## config.mk

```make
export PLATFORM = sky130hd
export DESIGN_NAME = cla_seq_adder
export DESIGN_NICKNAME = d
export VERILOG_FILES = /design/src/rtl/cla_seq_pkg.sv /design/src/rtl/cla_seq_adder_cla.sv /design/src/rtl/cla_seq_adder.sv
export SDC_FILE = /design/constraint.sdc
export NUM_CORES = 1
export LEC_CHECK = 0
export CORE_MARGIN = 5
export CORE_UTILIZATION = 45
export CTS_CLUSTER_DIAMETER = 200
export CTS_CLUSTER_SIZE = 30
export DETAILED_ROUTE_END_ITERATION = 10
export PLACE_DENSITY = 0.69
export SYNTH_ARGS = -nofsm -noshare
export SYNTH_HDL_FRONTEND = slang
export SYNTH_SLANG_ARGS = --single-unit
```

## constraint.sdc

```tcl
create_clock -name clk -period 5.3 [get_ports clk]
set_input_delay 1.59 -clock clk [delete_from_list [all_inputs] [get_ports clk]]
set_output_delay 1.59 -clock clk [all_outputs]
set_load 0.03 [all_outputs]
```

## src/rtl/cla_seq_pkg.sv

```systemverilog
// Shared definitions for the nibble-serial adder: controller state encoding,
// slice width, and the step-counter width helper.
package cla_seq_pkg;

    typedef enum logic [1:0] {
        IDLE = 2'd0,
        RUN  = 2'd1,
        DONE = 2'd2
    } state_e;

    localparam int unsigned NIB_W = 4;

    // A single-nibble adder still needs a 1-bit counter to stay legal.
    function automatic int unsigned step_width(input int unsigned nib);
        return (nib > 1) ? $clog2(nib) : 1;
    endfunction

endpackage

```

## src/rtl/cla_seq_adder_cla.sv

```systemverilog
// Existing 4-bit carry-lookahead slice, shared by the nibble-serial adder.
module cla (
    input  logic [3:0] a,
    input  logic [3:0] b,
    input  logic       cin,
    output logic [3:0] sum,
    output logic       cout
);

    logic [3:0] g;
    logic [3:0] p;
    logic [4:0] c;

    always_comb begin
        g    = a & b;
        p    = a ^ b;
        c[0] = cin;
        c[1] = g[0] | (p[0] & cin);
        c[2] = g[1] | (p[1] & g[0]) | (p[1] & p[0] & cin);
        c[3] = g[2] | (p[2] & g[1]) | (p[2] & p[1] & g[0])
             | (p[2] & p[1] & p[0] & cin);
        c[4] = g[3] | (p[3] & g[2]) | (p[3] & p[2] & g[1])
             | (p[3] & p[2] & p[1] & g[0])
             | (p[3] & p[2] & p[1] & p[0] & cin);
        sum  = p ^ c[3:0];
        cout = c[4];
    end

endmodule

```

## src/rtl/cla_seq_adder.sv

```systemverilog
// Nibble-serial WIDTH-bit adder driving one shared 4-bit cla slice.
// Optional signed-overflow output enabled by defining CLA_SEQ_OVF_EN.
module cla_seq_adder
    import cla_seq_pkg::*;
#(
    parameter int unsigned WIDTH = 16
) (
    input  logic             clk,
    input  logic             rst,
    input  logic             start,
    input  logic [WIDTH-1:0] a,
    input  logic [WIDTH-1:0] b,
    input  logic             cin,
    output logic             busy,
    output logic             done,
    output logic [WIDTH-1:0] sum,
    output logic             cout
`ifdef CLA_SEQ_OVF_EN
    ,
    output logic             ovf
`endif
);

    localparam int unsigned NIB    = WIDTH / NIB_W;
    localparam int unsigned STEP_W = step_width(NIB);
    localparam logic [STEP_W-1:0] LAST_STEP = STEP_W'(NIB - 1);

    state_e             state_q, state_d;
    logic [STEP_W-1:0]  step_q, step_d;
    logic [WIDTH-1:0]   a_sh_q, a_sh_d;
    logic [WIDTH-1:0]   b_sh_q, b_sh_d;
    logic               carry_q, carry_d;
    logic [WIDTH-1:0]   acc_q, acc_d;
    logic [WIDTH-1:0]   sum_q, sum_d;
    logic               cout_q, cout_d;
    logic               busy_q, busy_d;
    logic               done_q, done_d;
`ifdef CLA_SEQ_OVF_EN
    logic               a_msb_q, a_msb_d;
    logic               b_msb_q, b_msb_d;
    logic               ovf_q, ovf_d;
`endif

    logic [NIB_W-1:0]   nib_sum;
    logic               nib_cout;
    logic               accept;

    cla u_cla (
        .a    (a_sh_q[NIB_W-1:0]),
        .b    (b_sh_q[NIB_W-1:0]),
        .cin  (carry_q),
        .sum  (nib_sum),
        .cout (nib_cout)
    );

    always_comb begin
        state_d = state_q;
        step_d  = step_q;
        a_sh_d  = a_sh_q;
        b_sh_d  = b_sh_q;
        carry_d = carry_q;
        acc_d   = acc_q;
        sum_d   = sum_q;
        cout_d  = cout_q;
        done_d  = 1'b0;
        accept  = 1'b0;
`ifdef CLA_SEQ_OVF_EN
        a_msb_d = a_msb_q;
        b_msb_d = b_msb_q;
        ovf_d   = ovf_q;
`endif

        case (state_q)
            IDLE: begin
                accept = start;
            end
            RUN: begin
                acc_d[int'(step_q) * NIB_W +: NIB_W] = nib_sum;
                carry_d = nib_cout;
                a_sh_d  = a_sh_q >> NIB_W;
                b_sh_d  = b_sh_q >> NIB_W;
                step_d  = step_q + 1'b1;
                // Publish acc_d, not acc_q, so the final nibble lands in the same edge.
                if (step_q == LAST_STEP) begin
                    sum_d   = acc_d;
                    cout_d  = nib_cout;
                    done_d  = 1'b1;
                    step_d  = '0;
                    state_d = DONE;
`ifdef CLA_SEQ_OVF_EN
                    ovf_d   = (a_msb_q == b_msb_q) && (nib_sum[NIB_W-1] != a_msb_q);
`endif
                end
            end
            DONE: begin
                accept  = start;
                state_d = IDLE;
            end
            default: begin
                state_d = IDLE;
            end
        endcase

        if (accept) begin
            a_sh_d  = a;
            b_sh_d  = b;
            carry_d = cin;
            step_d  = '0;
            acc_d   = '0;
            state_d = RUN;
`ifdef CLA_SEQ_OVF_EN
            a_msb_d = a[WIDTH-1];
            b_msb_d = b[WIDTH-1];
`endif
        end

        busy_d = (state_d == RUN);
    end

    always_ff @(posedge clk) begin
        if (rst) begin
            state_q <= IDLE;
            step_q  <= '0;
            a_sh_q  <= '0;
            b_sh_q  <= '0;
            carry_q <= 1'b0;
            acc_q   <= '0;
            sum_q   <= '0;
            cout_q  <= 1'b0;
            busy_q  <= 1'b0;
            done_q  <= 1'b0;
`ifdef CLA_SEQ_OVF_EN
            a_msb_q <= 1'b0;
            b_msb_q <= 1'b0;
            ovf_q   <= 1'b0;
`endif
        end else begin
            state_q <= state_d;
            step_q  <= step_d;
            a_sh_q  <= a_sh_d;
            b_sh_q  <= b_sh_d;
            carry_q <= carry_d;
            acc_q   <= acc_d;
            sum_q   <= sum_d;
            cout_q  <= cout_d;
            busy_q  <= busy_d;
            done_q  <= done_d;
`ifdef CLA_SEQ_OVF_EN
            a_msb_q <= a_msb_d;
            b_msb_q <= b_msb_d;
            ovf_q   <= ovf_d;
`endif
        end
    end

    assign busy = busy_q;
    assign done = done_q;
    assign sum  = sum_q;
    assign cout = cout_q;
`ifdef CLA_SEQ_OVF_EN
    assign ovf  = ovf_q;
`endif

endmodule

```

==> impl_metrics.tcl <==
set metrics [dict create \
    gp_congestion 0.854 \
    viasPerCell 5.68 \
    yosys.area_share.adder_pct 4.68 \
    clk_transition_reported_paths_ns 0.07 \
    yosysSeqAreaShare_pct 42.7 \
    synth_area_sq_um 3370 \
    synthToLayoutAreaGrowth_pct 21.2 \
    synth_cells 388 \
    cp_top_family "simple AND/OR/NAND/NOR gates" \
    layout_commonest_cell "dfxtp_1" \
    status "completed" \
    grt.overflow.total 0 \
    layout.cells.non_filler 527 \
    initial_utilization_pct 46.2 \
    leakagePower_uw 0.00149 \
    cp_data_required_time_ns 5.56 \
    cts_made_buffers 9 \
    r2r_cells 4 \
    first_pass_iters 4 \
    core_sq_um 7290 \
    arrival_ns 3.30 \
    cts-root-buf "clkbuf_8" \
    cts_tree "built" \
    yosys.area.top_type "dfxtp_1" \
    maxCapViolCount 0 \
    tns_ns 0 \
    reg2reg_setup_slack_ns 2.72 \
    antenna_found_initial 0 \
    place_hpwl_mm 5.52 \
    cp-end-kind "register" \
    setup_slack_ns 2.26 \
    avgSynthCellArea_sq_um 8.69 \
    highest_layer "met4" \
    fmax_mhz 329 \
    synth_top_family_by_area "simple AND/OR/NAND/NOR gates" \
    fin_crit_sh_pct 57.3 \
    synth_seq_cells 72 \
    synthXorXnorAreaFrac_pct 0.742 \
    crit_cells 4 \
    die_h_um 96.6 \
    hp-start "acc_q[15]" \
    fp.dieW_um 96.6 \
    wl_met3_um 402 \
    synthArstFlopShare_pct 0 \
    insertion_delay_ns 0.34 \
    mostFrequentLayoutCells "dfxtp_1, nor2_1, nand2_1" \
    grt_pass1_wl_mm 13.5 \
    num_rows 31 \
    dp.cells 512 \
    cp_num_buf_inv 1 \
    wl_met1_mm 3.91 \
    drt-total-wl_mm 8.32 \
    path_class "input pin to register" \
    dieArea_sq_um 9320 \
    diodes 0 \
    wl_met2_mm 3.83 \
    cts_resized 0 \
    synth_top_area_share_pct 42.7 \
    num_vias 2992 \
    p_per_area_nw_per_um2 291 \
    setup_violations 0 \
    cts_buffer_depth 2 \
    final.setup_skew_ns 0.00810 \
    worst_pin_slew_ns 1.24 \
    postCtsSetupRepairBufs 0 \
    synth_mux_area_share_pct 1.19 \
    antenna_left 0 \
    maxSlewViolCount 0 \
    dp_worst_setup_slack_ns 1.94 \
    synth_simple_gate_area_share_pct 23.5 \
    ir_drop_mv 0.139 \
    min_period_ns 3.04 \
    finalHoldViolations 0 \
    drive_above_1_share_pct 7.24 \
    htree_levels 3 \
    grt_max_degree 60 \
    synth-compound-area-share_pct 21.6 \
    initialDrtViolationCount 139 \
    cp-start-kind "input pin" \
    hold_end "acc_q[15]" \
    reg2reg_from "state_q[0]" \
    ys_warn_count 0 \
    path_cells "clkdlybuf4s50_1 > nand2b_2 > nand2_1 > a21oi_1" \
    r2r-end "sum[12]" \
    portBuffers 54 \
    synth.distinct_cells 44 \
    grt_setup_unrepaired "no" \
    finish.utilization_pct 56.0 \
    slowest_stage "nand2b_2" \
    remaining_drc_errors 0 \
    slew_headroom_pct 17.6 \
    min_path_type "register to register" \
    io_pins 55 \
    holdWs_ns 0.472 \
    grt_pass1_vias 2808 \
    synth_area_leaders "dfxtp_1, a311oi_1, nor2_1" \
    hold_path_depth 2 \
    cts.sinks 72 \
    final_nets 472 \
    cpPeakStageDelay_ns 0.65 \
    syn-num-nets 436 \
    grt_usage_pct 18.5 \
    wire_per_inst_um 15.8 \
    worstPathMaxFanout 48 \
    synth_edf_count 0 \
    yosys_most_used_dff "dfxtp_1" \
    ctsHoldBuffers 0 \
]
==> through the flow <==
step	area (sq um)	total power [uW]
2_1_floorplan	3370	721
3_3_place_gp	3900	775
3_5_place_dp	3900	779
4_1_cts	4090	1200
5_1_grt	4090	1240
6_report	4090	1190
==> cells by family after synthesis <==
family,Yosys count
flops,72
compound gates,86
simple gates,173
buf+inv,39
xor+xnor,2
mux,4
fa+ha+maj,12
==> tightest hold or removal path, delay by kind of cell, from the launching register on <==
kind / cells / cell delay, ns
AOI/OAI and AO/OA: 1 / 0.06
DFF: 1 / 0.31
and+or+nand+nor: 1 / 0.06
==> Yosys cell counts (2+ instances only) <==
cell	number
a221oi_1	8
a32oi_1	4
buf_1	4
nor2b_1	6
o21a_1	5
nor2_1	62
and4bb_2	3
dfxtp_1	72
o211a_1	4
a21oi_1	10
nand3_1	12
buf_2	16
nand4_1	4
a22oi_1	11
a311oi_1	29
nand2_1	58
inv_1	8
ha_1	11
nor3_1	13
o41ai_2	3
nand4bb_1	3
clkbuf_1	7
buf_6	2
nand2b_1	2
o21ai_0	5
nor4_1	4
a211oi_1	2
mux2i_1	4
==> area by class of cell <==
type	count	area, sq um
repair buffers	56	551
fillers	710	3210
multi-input cells	277	1750
clock buffers	11	141
well taps	99	124
clock inverters	4	45.0
inverters	8	30.0
flip-flops and latches	72	1440
==> sequential cells by signal, indices dropped and copies added, names as in the netlist <==
| register | count |
|---|---|
| acc_q | 16 |
| b_sh_q | 16 |
| a_sh_q | 16 |
| sum | 16 |
| busy | 1 |
| done | 1 |
| carry_q | 1 |
| state_q | 2 |
| cout | 1 |
| step_q | 2 |
==> metal layers <==
| metal | vias up | track usage [%] |
|---|---|---|
| met5 | - | 0 |
| met4 | 0 | 8.06 |
| met3 | 15 | 3.87 |
| met2 | 83 | 28.3 |
| met1 | 1416 | 25.2 |
| li1 | 1478 | - |
==> worst max path at each step <==
stage | slack, ns | to | from
finish | 2.26 | step_q[1] | start
global route | 2.09 | step_q[0] | start
CTS | 2.29 | step_q[1] | start
detailed placement | 1.94 | step_q[1] | start
global placement | 1.98 | step_q[1] | start
floorplan | 2.85 | b_sh_q[12] | rst
==> report_power, final <==
group          internal (uW)  switching (uW)  total (uW)
Clock                    225             195         421
Sequential               567            17.5         584
Combinational           71.7             113         185
Total                    864             326        1190
(Power assumes the default switching activity.)
